$ cat config.mk
export PLATFORM = sky130hd
export DESIGN_NAME = key_switch_conditioner_flat
export DESIGN_NICKNAME = d
export VERILOG_FILES = /design/src/rtl/key_switch_pkg.sv /design/src/rtl/key_switch_conditioner_if.sv /design/src/rtl/debounce_cell.sv /design/src/rtl/key_switch_conditioner.sv /design/src/flat_wrapper.sv
export SDC_FILE = /design/constraint.sdc
export NUM_CORES = 1
export LEC_CHECK = 0
export CAP_MARGIN = 20
export CELL_PAD_IN_SITES_DETAIL_PLACEMENT = 0
export CELL_PAD_IN_SITES_GLOBAL_PLACEMENT = 1
export CORE_ASPECT_RATIO = 1.5
export CORE_UTILIZATION = 53
export DETAILED_ROUTE_END_ITERATION = 12
export PLACE_DENSITY = 0.93
export SLEW_MARGIN = 20
export SYNTH_ARGS = -nofsm -noshare
export SYNTH_HDL_FRONTEND = slang
export SYNTH_SLANG_ARGS = --single-unit
$ cat constraint.sdc
create_clock -name clk -period 19.2 [get_ports clk]
set_input_delay 2.88 -clock clk [delete_from_list [all_inputs] [get_ports clk]]
set_output_delay 2.88 -clock clk [all_outputs]
set_load 0.1 [all_outputs]
$ cat src/rtl/key_switch_pkg.sv
// Shared constants and helpers for the key/switch input conditioner.
//   DEBOUNCE_CYCLES_DEFAULT : stable cycles before a change is accepted (10 ms @ 50 MHz)
//   KEY_INACTIVE            : raw level of a released pushbutton (active-low keys)
//   SW_INACTIVE             : raw level of a switch in the down position
//   cnt_width()             : width of the per-channel debounce counter
package key_switch_pkg;

    localparam int   DEBOUNCE_CYCLES_DEFAULT = 500000;
    localparam logic KEY_INACTIVE            = 1'b1;
    localparam logic SW_INACTIVE             = 1'b0;

    // The counter only has to reach cycles-1, so $clog2(cycles) bits suffice;
    // clamp to 1 bit so the smallest legal setting (2) still gets a counter.
    function automatic int cnt_width(input int cycles);
        return (cycles <= 2) ? 1 : $clog2(cycles);
    endfunction

endpackage

$ cat src/rtl/key_switch_conditioner_if.sv
// Bundle of the board-side inputs and conditioned outputs of the conditioner.
//   key_raw_n     : raw pushbuttons, 0 = pressed
//   sw_raw        : raw slide switches
//   press_ack     : per-key clear of press_pending
//   key_level     : debounced key state, 1 = held
//   key_press     : one-cycle pulse on accepted press
//   key_release   : one-cycle pulse on accepted release
//   press_pending : sticky press flag
//   sw_level      : debounced switch word
// Modports: slave = the conditioner, master = the consumer driving raw inputs/acks.
interface key_switch_conditioner_if #(
    parameter int NUM_KEYS = 4,
    parameter int NUM_SW   = 8
);
    logic [NUM_KEYS-1:0] key_raw_n;
    logic [NUM_SW-1:0]   sw_raw;
    logic [NUM_KEYS-1:0] press_ack;
    logic [NUM_KEYS-1:0] key_level;
    logic [NUM_KEYS-1:0] key_press;
    logic [NUM_KEYS-1:0] key_release;
    logic [NUM_KEYS-1:0] press_pending;
    logic [NUM_SW-1:0]   sw_level;

    modport slave (
        input  key_raw_n, sw_raw, press_ack,
        output key_level, key_press, key_release, press_pending, sw_level
    );

    modport master (
        output key_raw_n, sw_raw, press_ack,
        input  key_level, key_press, key_release, press_pending, sw_level
    );
endinterface

$ cat src/rtl/debounce_cell.sv
// One input channel: 2-flop synchronizer, stability counter, accepted state q
// and registered one-cycle rise/fall pulses on each accepted change.
//   clk, rst : system clock, asynchronous active-high reset
//   raw      : asynchronous board input
//   q        : debounced (accepted) level, in raw polarity
//   rise     : pulse when q is accepted 0 -> 1
//   fall     : pulse when q is accepted 1 -> 0
module debounce_cell
    import key_switch_pkg::*;
#(
    parameter int   DEBOUNCE_CYCLES = DEBOUNCE_CYCLES_DEFAULT,
    parameter logic RESET_VAL       = 1'b0
) (
    input  logic clk,
    input  logic rst,
    input  logic raw,
    output logic q,
    output logic rise,
    output logic fall
);

    localparam int             CW      = cnt_width(DEBOUNCE_CYCLES);
    localparam logic [CW-1:0]  CNT_MAX = CW'(DEBOUNCE_CYCLES - 1);

    logic          sync1_reg;
    logic          sync2_reg;
    logic          q_reg;
    logic [CW-1:0] cnt_reg;
    logic          rise_reg;
    logic          fall_reg;

    always_ff @(posedge clk or posedge rst) begin
        if (rst) begin
            // Sync flops start at the inactive level so a key held through
            // reset is seen as a fresh change afterwards.
            sync1_reg <= RESET_VAL;
            sync2_reg <= RESET_VAL;
            q_reg     <= RESET_VAL;
            cnt_reg   <= '0;
            rise_reg  <= 1'b0;
            fall_reg  <= 1'b0;
        end else begin
            sync1_reg <= raw;
            sync2_reg <= sync1_reg;
            rise_reg  <= 1'b0;
            fall_reg  <= 1'b0;
            if (sync2_reg == q_reg) begin
                // Any bounce back to the accepted level discards progress.
                cnt_reg <= '0;
            end else if (cnt_reg == CNT_MAX) begin
                q_reg    <= sync2_reg;
                cnt_reg  <= '0;
                rise_reg <= sync2_reg;
                fall_reg <= ~sync2_reg;
            end else begin
                cnt_reg <= cnt_reg + 1'b1;
            end
        end
    end

    assign q    = q_reg;
    assign rise = rise_reg;
    assign fall = fall_reg;

endmodule

$ cat src/rtl/key_switch_conditioner.sv
// Conditions raw board pushbuttons and slide switches for the SoC PIO inputs:
// every channel is synchronized and debounced; keys additionally produce
// press/release pulses and a sticky press_pending flag cleared by press_ack.
//   clk : system clock (50 MHz)
//   rst : asynchronous active-high reset, clears all state
//   bus : key_switch_conditioner_if.slave (raw inputs, acks, conditioned outputs)
module key_switch_conditioner
    import key_switch_pkg::*;
#(
    parameter int NUM_KEYS        = 4,
    parameter int NUM_SW          = 8,
    parameter int DEBOUNCE_CYCLES = DEBOUNCE_CYCLES_DEFAULT
) (
    input  logic                     clk,
    input  logic                     rst,
    key_switch_conditioner_if.slave  bus
);

    logic [NUM_KEYS-1:0] key_q;
    logic [NUM_KEYS-1:0] key_rise;
    logic [NUM_KEYS-1:0] key_fall;
    logic [NUM_KEYS-1:0] pending_reg;
    logic [NUM_SW-1:0]   sw_q;
    logic [NUM_SW-1:0]   sw_rise_unused;
    logic [NUM_SW-1:0]   sw_fall_unused;

    generate
        for (genvar gi = 0; gi < NUM_KEYS; gi++) begin : g_key
            debounce_cell #(
                .DEBOUNCE_CYCLES (DEBOUNCE_CYCLES),
                .RESET_VAL       (KEY_INACTIVE)
            ) u_cell (
                .clk  (clk),
                .rst  (rst),
                .raw  (bus.key_raw_n[gi]),
                .q    (key_q[gi]),
                .rise (key_rise[gi]),
                .fall (key_fall[gi])
            );
        end

        for (genvar gi = 0; gi < NUM_SW; gi++) begin : g_sw
            debounce_cell #(
                .DEBOUNCE_CYCLES (DEBOUNCE_CYCLES),
                .RESET_VAL       (SW_INACTIVE)
            ) u_cell (
                .clk  (clk),
                .rst  (rst),
                .raw  (bus.sw_raw[gi]),
                .q    (sw_q[gi]),
                .rise (sw_rise_unused[gi]),
                .fall (sw_fall_unused[gi])
            );
        end
    endgenerate

    // Keys are active-low, so an accepted press is a fall of q. The pending
    // flag is set from the visible key_press pulse, which lets a press win
    // over an ack sampled in that same cycle.
    always_ff @(posedge clk or posedge rst) begin
        if (rst) begin
            pending_reg <= '0;
        end else begin
            pending_reg <= key_fall | (pending_reg & ~bus.press_ack);
        end
    end

    assign bus.key_level     = ~key_q;
    assign bus.key_press     = key_fall;
    assign bus.key_release   = key_rise;
    assign bus.press_pending = pending_reg;
    assign bus.sw_level      = sw_q;

endmodule

$ cat src/flat_wrapper.sv
// flat-port wrapper written by rule: the top's interface ports become plain ports
module key_switch_conditioner_flat import key_switch_pkg::*;
#(
    parameter int NUM_KEYS        = 4,
    parameter int NUM_SW          = 8,
    parameter int DEBOUNCE_CYCLES = DEBOUNCE_CYCLES_DEFAULT
)
  (clk, rst, bus_key_raw_n, bus_sw_raw, bus_press_ack, bus_key_level, bus_key_press, bus_key_release, bus_press_pending, bus_sw_level);
  key_switch_conditioner_if #(.NUM_KEYS(NUM_KEYS), .NUM_SW(NUM_SW)) bus_i ();
  input  logic clk;
  input  logic rst;
  input wire logic [$bits(bus_i.key_raw_n)-1:0] bus_key_raw_n;
  input wire logic [$bits(bus_i.sw_raw)-1:0] bus_sw_raw;
  input wire logic [$bits(bus_i.press_ack)-1:0] bus_press_ack;
  output wire logic [$bits(bus_i.key_level)-1:0] bus_key_level;
  output wire logic [$bits(bus_i.key_press)-1:0] bus_key_press;
  output wire logic [$bits(bus_i.key_release)-1:0] bus_key_release;
  output wire logic [$bits(bus_i.press_pending)-1:0] bus_press_pending;
  output wire logic [$bits(bus_i.sw_level)-1:0] bus_sw_level;
  assign bus_i.key_raw_n = bus_key_raw_n;
  assign bus_i.sw_raw = bus_sw_raw;
  assign bus_i.press_ack = bus_press_ack;
  assign bus_key_level = bus_i.key_level;
  assign bus_key_press = bus_i.key_press;
  assign bus_key_release = bus_i.key_release;
  assign bus_press_pending = bus_i.press_pending;
  assign bus_sw_level = bus_i.sw_level;
  key_switch_conditioner #(.NUM_KEYS(NUM_KEYS), .NUM_SW(NUM_SW), .DEBOUNCE_CYCLES(DEBOUNCE_CYCLES)) u_core (.clk(clk), .rst(rst), .bus(bus_i));
endmodule
Word-level counts from Yosys, hierarchy flattened
Cells that the tools add are included.
Storage, ports and cells
  flip-flop bits (word level): 276
  input port bits: 18
  output and inout bits: 24
  word-level logic and storage cells: 165
Cells by class
  $add $sub $neg: 12
  equality and inequality tests: 24
  multiplexer cells: 40
  bitwise operators: 20
  reductions and logical operators: 12
Operator list (number)
  $mux W19: 24
  $add A19 B1 Y19 const B: 12
  $eq A19 B19 Y1 const B: 12
  $reduce_and A2 Y1: 12
  $mux W1: 16
  $not A1 Y1: 16
  $eq A1 B1 Y1: 12
  $not A4 Y4: 2
  $and A4 B4 Y4: 1
  $or A4 B4 Y4: 1

Longest topological paths before layout
Gate-level depths: netlist of run 1.
  depth after elaboration: 3
  gate-level depth with buffers: 7
  mapped depth without buffers: 5

Hierarchy
A second synthesis of run 1 with hierarchy kept.
Second synthesis, totals
  cells, all modules: 1337
  area total of the unflattened synthesis: 14487.6 um2
By module, submodules not included
  debounce_cell (u_core.g_sw[0].u_cell ...): times used 8, cells each 110, area each 1192.4 um2, sequential area each 600.6 um2
  debounce_cell (u_core.g_key[0].u_cell ...): times used 4, cells each 110, area each 1196.1 um2, sequential area each 604.3 um2
  key_switch_conditioner: times used 1, cells each 17, area each 163.9 um2, sequential area each 100.1 um2

Worst setup path after synthesis of run 1
No wires, ideal clock.
  path type: register -> output
  start: register u_core.g_key[1].u_cell.q_reg
  end: output bus_key_level[1]
  arrival time: 0.965 ns
  data required time: 16.320 ns
  setup slack: 15.355 ns
  cell stages (with the launch flop): 2
  path buffers: 0
  cells stage by stage: dfstp_2 -> inv_1
Between the ends
  longest elaborated chain between the ends: 1
Ends and longest elaborated chain
  start, declared: RTL line debounce_cell.sv:27  | logic q_reg;
  start signal, assigned: RTL line debounce_cell.sv:51  | q_reg <= sync2_reg;
  $not A4 Y4: RTL line key_switch_conditioner.sv:68  | assign bus.key_level = ~key_q;
  end, declared: RTL line flat_wrapper.sv:15  | output wire logic [$bits(bus_i.key_level)-1:0] bus_key_level;
Every way passes these cells.

Final worst setup path of run 1
  start: register u_core.g_key[2].u_cell.q_reg
  end: output bus_key_level[2]
Between the ends
  longest elaborated chain between the ends: 1
Ends and longest elaborated chain (RTL line)
  start, declared: debounce_cell.sv:27
  start signal, assigned: debounce_cell.sv:51
  $not A4 Y4: key_switch_conditioner.sv:68
Every way passes these cells.

==> flow_summary.yaml, run 1 <==
clock_network:
  cts_inserted_buffers: 27
  hold_buffers: 0
  numClockSinks: 276
  clockBufferDepth: 3
  cts_tree: "built"
  root_buffer: "clkbuf_16"
  post-cts-setup-buffers: 0
  cts_resized: 0
  clock_latency_ns: 0.55
  htree_levels: 1
  path_clk_slew_ns: 0.06
critical_path:
  crit_type: "reg -> out"
  required_ns: 16.32
  arrival_ns: 2.16
  critical_path.startpoint_type: "flip-flop"
  cp_max_fo: 4
  cp-end-kind: "output pin"
layout:
  final_cell_mix: "dfrtp_1 (264), nor2_1 (185), xnor2_1 (91)"
  layout_commonest_cell: "dfrtp_1"
  utilization: 0.602
  area.growth.synth_to_final_pct: 11.8
  num-fill-cells: 2115
  largest_reg_flops: 152
  nNetsFinal: 1346
  diodes: 0
  drive_gt1_frac: 0.0785
floorplan:
  die_h_um: 194
  initial_core_util: 0.539
  fp.dieW_um: 130
  rows: 70
  io_pins: 42
  coreArea_um2: 24300
  die_area_um2: 25300
global_routing:
  grt_max_degree: 145
  grt_pass1_wl_um: 42200
  first_global_vias: 9421
  antenna_found_initial: 0
  grt-ovfl-total: 0
  grt_use_total: 0.199
logic_synthesis:
  synth_warnings: 0
  synth_nets: 1313
  seq_area_frac_synth: 0.530
  synth_edf_count: 0
  yosys_register_bits: 276
  syn_avg_cell_area_um2: 10.2
  synthFlopType: "dfrtp_1"
  synth_cell_types: 49
  synthArstFlopShare: 1.00
  syn_inst: 1283
  syn_area_um2: 13100
pwr:
  power_frac_comb: 0.032
  p_int_uw: 915
  sw_frac_of_total: 0.218
  cellLeakagePower_nw: 5.86
  ir_worst_vdd_uv: 66.5
  p_seq_frac: 0.512
  finalPower_mw: 1.17
  pwr-share-clk: 0.455
  switchingPower_uw: 255
  p_per_area_nw_per_um2: 80.1
job:
  drv_cap: 0
sta:
  skew_ns: 0.0298
  final.period_utilization: 0.263
  drv_slew: 0
  hold_violations: 0
  rsz0062_at_grt: "false"
  min_period_ns: 5.04
  max_freq_mhz: 198
  setup_viol: 0
  holdWs_ns: 0.349
  max_slew_margin: 0.340
  fin_setup_tns_ns: 0
  setup_ws_ns: 14.16
  tightest_slew_ns: 0.987
routing:
  ant_nets: 0
  wl_um: 23900
  viasPerCell: 5.62
  firstDrtPassIters: 5
  initialDrtViolationCount: 402
  route.detailed.drc: 0
  vias: 9331
  avgRoutedWirePerCell_um: 14.4
place:
  hpwl_um: 16000
  gp_congestion: 0.799
  port_buffers: 41
  pre_cts_ws_ns: 14.04
worst_hold_path:
  hold_path_class: "reg -> reg"
run_status:
  status: "complete, no violations"
kinds of logic (layout without fill, tap and decap cells):
group / Yosys count / in the layout / share of synthesized area
multiplexers: 12 / 12 / 0.0103
adder cells (fa/ha/maj): 12 / 12 / 0.0115
buffers and inverters: 89 / 143 / 0.0324
AO/OA/AOI/OAI: 127 / 127 / 0.0602
AND/OR/NAND/NOR: 607 / 607 / 0.249
XOR/XNOR: 160 / 160 / 0.107
flip-flops: 276 / 276 / 0.530
metal layers:
metal | GRT usage | routed length, µm
met1 | 0.246 | 10300
met2 | 0.358 | 12300
met3 | 0.0281 | 732
met4 | 0.0556 | 507
met5 | 0 | 0
final timing paths:
path	startpoint	endpoint	cells after the start	slack [ns]
setup / recovery	u_core.g_key[2].u_cell.q	bus_key_level[2]	2	14.16
hold / removal	u_core.g_sw[5].u_cell.sync1_reg	u_core.g_sw[5].u_cell.sync2_reg	0	0.35
setup reg to reg	u_core.g_key[3].u_cell.cnt_reg[12]	u_core.g_key[3].u_cell.rise	3	16.91
hold reg to reg	u_core.g_sw[5].u_cell.sync1_reg	u_core.g_sw[5].u_cell.sync2_reg	0	0.35
max in group asynchronous	rst	u_core.g_sw[6].u_cell.cnt_reg[7]	4	14.78
min in group asynchronous	rst	u_core.g_sw[6].u_cell.cnt_reg[15]	2	2.79
cell type report:
cell class                      instances  area, µm²  share of cell area
Clock buffer                           39        751              0.0514
Clock inverter                         11        139             0.00951
Inverter                               45        176              0.0121
Multi-Input combinational cell        918       5730               0.392
Sequential cell                       276       6920               0.474
Tap cell                              324        405              0.0277
Timing Repair Buffer                   48        483              0.0331
power by group through the flow:
| stage | clock (mW) | sequential [mW] | combinational [mW] |
|---|---|---|---|
| after floorplan | 0 | 0.608 | 0.0267 |
| after global placement | 0 | 0.609 | 0.0376 |
| after detailed placement | 0 | 0.610 | 0.0387 |
| final | 0.533 | 0.599 | 0.0379 |
| after global routing | 0.572 | 0.600 | 0.0441 |
| after CTS | 0.548 | 0.599 | 0.0388 |
stage by stage:
| step | cell area, µm² | cells |
|---|---|---|
| floorplan | 13100 | 1283 |
| global placement | 13700 | 1610 |
| detailed placement | 13700 | 1610 |
| CTS | 14600 | 1660 |
| global route | 14600 | 1661 |
| finish | 14600 | 1661 |
cells in the mapped netlist, types with 29 or more instances:
cell,number,area (µm²)
a21oi_1,56,280
dfrtp_1,264,6610
inv_1,45,169
nand2_1,71,267
nand3_1,77,385
nand4_1,50,313
nor2_1,185,694
nor4_1,29,181
o21ai_0,29,145
or3_1,37,231
or4_1,38,285
xnor2_1,91,797
xor2_1,69,604
critical path, stage by stage (launching register included):
cell,delay (ns)
dfstp_2,0.38
inv_1,0.09
clkdlybuf4s50_1,1.14
Power figures use the tool's default switching activity.
==> run 2, diff against run 1 <==
--- a/config.mk
+++ b/config.mk
@@ -9,9 +9,9 @@
 export CELL_PAD_IN_SITES_DETAIL_PLACEMENT = 0
 export CELL_PAD_IN_SITES_GLOBAL_PLACEMENT = 1
 export CORE_ASPECT_RATIO = 1.5
-export CORE_UTILIZATION = 53
+export CORE_UTILIZATION = 44
 export DETAILED_ROUTE_END_ITERATION = 12
-export PLACE_DENSITY = 0.93
+export PLACE_DENSITY = 0.84
 export SLEW_MARGIN = 20
 export SYNTH_ARGS = -nofsm -noshare
 export SYNTH_HDL_FRONTEND = slang
==> constraint.sdc (replaced) <==
create_clock -name clk -period 4.15 [get_ports clk]
set_input_delay 0.6225 -clock clk [delete_from_list [all_inputs] [get_ports clk]]
set_output_delay 0.6225 -clock clk [all_outputs]
set_load 0.1 [all_outputs]
==> run 2 against run 1 <==
Non-clock buffer count is 1 higher. Clock skew is 0.019 ns lower. Wire length is 0.89% lower. Die area is 20% higher. Flip-flop and latch count stayed put. Global-route usage is 3.5 points lower. Final cell count is 3.9% higher. Largest cell class unchanged.
==> flow_summary.yaml, run 2 (synthesis results as in run 1) <==
run_status:
  status: "complete, no violations"
job:
  drv_cap: 0
sta:
  fin_setup_tns_ns: 0
  skew_ns: 0.0111
  tightest_slew_ns: 0.980
  rsz0062_at_grt: "false"
  hold_violations: 0
  max_freq_mhz: 363
  setup_viol: 0
  holdWs_ns: 0.348
  max_slew_margin: 0.344
  final.period_utilization: 0.664
  drv_slew: 0
  min_period_ns: 2.76
floorplan:
  fp.dieW_um: 143
  rows: 76
  die_area_um2: 30400
  io_pins: 42
  die_h_um: 213
  coreArea_um2: 29000
  initial_core_util: 0.451
pwr:
  ir_worst_vdd_uv: 294
  cellLeakagePower_nw: 5.85
  p_per_area_nw_per_um2: 363
place:
  post_dp_cell_area_um2: 13800
  gp_congestion: 0.813
  port_buffers: 41
  hpwl_um: 15700
routing:
  wl_um: 23700
  ant_nets: 0
  initialDrtViolationCount: 299
  viasPerCell: 5.34
  firstDrtPassIters: 5
  avgRoutedWirePerCell_um: 13.7
  route.detailed.drc: 0
  vias: 9213
critical_path:
  cp_max_fo: 4
  critical_path.startpoint_type: "flip-flop"
  required_ns: 3.53
  cp-end-kind: "output pin"
  arrival_ns: 2.13
  crit_type: "reg -> out"
layout:
  num-fill-cells: 2682
  utilization: 0.506
  largest_reg_flops: 152
  drive_gt1_frac: 0.0787
  final_cell_mix: "dfrtp_1 (264), nor2_1 (185), xnor2_1 (91)"
  nNetsFinal: 1347
  layout_commonest_cell: "dfrtp_1"
  register_area_um2: 6920
  multi_input_comb_area_um2: 5730
  area.growth.synth_to_final_pct: 12.3
  design_area_um2: 14700
  diodes: 0
global_routing:
  first_global_vias: 9299
  grt_use_total: 0.164
  grt_max_degree: 195
  grt_pass1_wl_um: 42000
  grt-ovfl-total: 0
  antenna_found_initial: 0
clock_network:
  clockBufferDepth: 3
  numClockSinks: 276
  clock_latency_ns: 0.52
  cts_resized: 0
  hold_buffers: 0
  cts_inserted_buffers: 27
  path_clk_slew_ns: 0.06
  cts_tree: "built"
  htree_levels: 1
  post-cts-setup-buffers: 0
  root_buffer: "clkbuf_16"
worst_hold_path:
  hold_path_class: "reg -> reg"
==> run 2: final timing paths <==
path | startpoint | to | slack, ns | cells after the start
max | u_core.g_key[3].u_cell.q | bus_key_level[3] | 1.39 | 2
min | u_core.g_sw[6].u_cell.sync1_reg | u_core.g_sw[6].u_cell.sync2_reg | 0.35 | 0
max reg2reg | u_core.g_sw[5].u_cell.cnt_reg[0] | u_core.g_sw[5].u_cell.cnt_reg[17] | 1.91 | 6
max in group asynchronous | rst | u_core.g_key[1].u_cell.cnt_reg[2] | 2.65 | 4
min reg2reg | u_core.g_sw[6].u_cell.sync1_reg | u_core.g_sw[6].u_cell.sync2_reg | 0.35 | 0
min in group asynchronous | rst | u_core.g_sw[6].u_cell.q | 0.58 | 3
==> run 2: final cells by class <==
cell class,instances,area share
tap,390,0.0332
timing repair buffer,49,0.0345
inverter,45,0.0118
clock inverter,10,0.00716
clock buffer,37,0.0513
sequential,276,0.472
multi-input combinational,918,0.390
==> run 2: stage by stage <==
stage                     worst slack, ns  power, mW  instances
after floorplan                    -0.114       2.94       1283
after global placement               1.79       3.00       1677
after detailed placement             1.67       3.00       1677
after CTS                            1.36       5.44       1724
after global routing                 1.34       5.56       1725
final                                1.39       5.33       1725
==> run 2: worst max-delay path, stage by stage, from the launching register on <==
cell and delay [ns]:
dfstp_2 0.38, inv_1 0.08, clkdlybuf4s50_1 1.14
==> run 2: per-layer routing <==
metal | track usage | vias to the layer above | part of all wire
li1 | - | 4575 | -
met1 | 0.197 | 4516 | 0.43
met2 | 0.308 | 92 | 0.52
met3 | 0.0191 | 30 | 0.026
met4 | 0.0430 | 0 | 0.017
met5 | 0 | - | 0
==> run 2: where the power goes <==
group / switching [mW] / leakage, nW / internal, mW
sequential: 0.0372 / 3.75 / 2.73
combinational: 0.119 / 1.68 / 0.0576
clock: 0.997 / 0.421 / 1.39
total: 1.15 / 5.85 / 4.18
==> run 3, diff against run 2 <==
==> constraint.sdc (replaced) <==
create_clock -name clk -period 2.45 [get_ports clk]
set_input_delay 0.3675 -clock clk [delete_from_list [all_inputs] [get_ports clk]]
set_output_delay 0.3675 -clock clk [all_outputs]
set_load 0.1 [all_outputs]
==> run 3 against run 2 <==
Sequential share of layout area fell by 0.50 points. Clock power rose by 73%. Combinational power rose by 86%. Power rose by 71%. Clock-buffer cell count rose by 3. Largest cell class unchanged. Register-to-register slack got worse by 1.6 ns. Clock skew rose by 0.0024 ns. Die area did not move.
==> flow_summary.yaml, run 3 (synthesis results as in run 1) <==
critical_path:
  r2r_cells: 4
  arrival_ns: 2.56
  required_ns: 2.85
  r2r_end: "u_core.g_sw[3].u_cell.cnt_reg[9]"
  r2r-start: "u_core.g_sw[3].u_cell.cnt_reg[11]"
  cp_max_fo: 18
  cp-end-kind: "flip-flop"
  critical_path.startpoint_type: "flip-flop"
  cpPeakStageDelay_ns: 0.55
  worstPathCellList: "or4b_1 > or4_4 > o21ai_4 > nor2_1"
  crit_type: "reg -> reg"
  crit_slowest_cell: "or4_4"
  r2r_slack_ns: 0.30
layout:
  num-fill-cells: 2657
  nNetsFinal: 1369
  area.growth.synth_to_final_pct: 13.5
  final_cell_mix: "dfrtp_1 (264), nor2_1 (185), xnor2_1 (91)"
  drive_gt1_frac: 0.112
  largest_reg_flops: 152
  diodes: 0
  layout_commonest_cell: "dfrtp_1"
  fin_cells: 1749
clock_network:
  post-cts-setup-buffers: 0
  clockBufferDepth: 3
  path_clk_slew_ns: 0.07
  clock_latency_ns: 0.54
  numClockSinks: 276
  hold_buffers: 0
  cts_tree: "built"
  htree_levels: 1
  root_buffer: "clkbuf_16"
  cts_resized: 0
  cts_inserted_buffers: 27
global_routing:
  antenna_found_initial: 0
  first_global_vias: 9618
  grt_use_total: 0.169
  grt_max_degree: 47
  grt-ovfl-total: 0
  grt_pass1_wl_um: 42900
job:
  drv_cap: 0
floorplan:
  io_pins: 42
  coreArea_um2: 29000
  die_h_um: 213
  die_area_um2: 30400
  rows: 76
  initial_core_util: 0.451
  fp.dieW_um: 143
sta:
  max_slew_margin: 0.652
  skew_ns: 0.0135
  max_freq_mhz: 465
  holdWs_ns: 0.223
  setup_viol: 0
  tightest_slew_ns: 0.520
  final.period_utilization: 0.879
  rsz0062_at_grt: "false"
  hold_violations: 0
  min_period_ns: 2.15
  drv_slew: 0
worst_hold_path:
  hold_path_class: "in -> async"
routing:
  vias: 9363
  avgRoutedWirePerCell_um: 13.8
  firstDrtPassIters: 4
  ant_nets: 0
  route.detailed.drc: 0
  viasPerCell: 5.35
  initialDrtViolationCount: 353
  wl_um: 24100
pwr:
  ir_worst_vdd_uv: 557
  p_per_area_nw_per_um2: 616
  cellLeakagePower_nw: 6.03
place:
  gp_congestion: 0.806
  port_buffers: 41
  hpwl_um: 17000
  place_inst: 1700
run_status:
  status: "complete, no violations"
==> run 3: area by class of cell <==
type	instances	area [µm²]	area share
clock buffer	40	785	0.0529
inverter	45	173	0.0116
tap	390	488	0.0329
clock inverter	9	95.1	0.00641
sequential	276	6920	0.467
timing repair buffer	71	651	0.0439
multi-input combinational	918	5720	0.386
==> run 3: critical path: cells and delay by family, from the launching register on <==
family,cells,cell delay (ns)
and+or+nand+nor,3,1.19
AOI/OAI and AO/OA,1,0.42
DFF,1,0.41
==> run 3: worst max path at each step <==
stage | end | from | depth (start not counted) | slack, ns
final | u_core.g_sw[3].u_cell.cnt_reg[9] | u_core.g_sw[3].u_cell.cnt_reg[11] | 4 | 0.30
after global routing | u_core.g_sw[4].u_cell.cnt_reg[11] | u_core.g_sw[4].u_cell.cnt_reg[11] | 4 | 0.16
after CTS | u_core.g_sw[3].u_cell.cnt_reg[9] | u_core.g_sw[3].u_cell.cnt_reg[11] | 4 | 0.28
after detailed placement | u_core.g_sw[3].u_cell.cnt_reg[16] | u_core.g_sw[3].u_cell.cnt_reg[11] | 4 | 0.28
after global placement | u_core.g_sw[3].u_cell.cnt_reg[3] | u_core.g_sw[3].u_cell.cnt_reg[11] | 4 | 0.32
after floorplan | u_core.bus.press_pending[0] | rst | 1 | -1.56
==> run 3: through the flow <==
stage / instance area, µm² / total power [mW] / util / setup TNS (ns) / worst slack [ns]
global route: 14800 / 9.53 / 0.511 / 0 / 0.164
detailed placement: 14000 / 5.12 / 0.481 / 0 / 0.284
global placement: 14000 / 5.11 / 0.481 / 0 / 0.317
CTS: 14800 / 9.30 / 0.511 / 0 / 0.284
finish: 14800 / 9.13 / 0.511 / 0 / 0.297
floorplan: 13100 / 4.98 / - / -418.68 / -1.56
==> run 3: layer usage <==
layer  track usage  share of wire  up-vias
li1              -              -     4630
met3        0.0215          0.026       43
met4        0.0615          0.024        0
met1         0.189           0.42     4597
met5             0              0        -
met2         0.325           0.53       93
==> run 3: power by group <==
| part | internal (mW) | total [mW] | switching, mW |
|---|---|---|---|
| clock | 2.42 | 4.11 | 1.69 |
| combinational | 0.122 | 0.329 | 0.207 |
| sequential | 4.63 | 4.70 | 0.0630 |
| total | 7.17 | 9.13 | 1.96 |
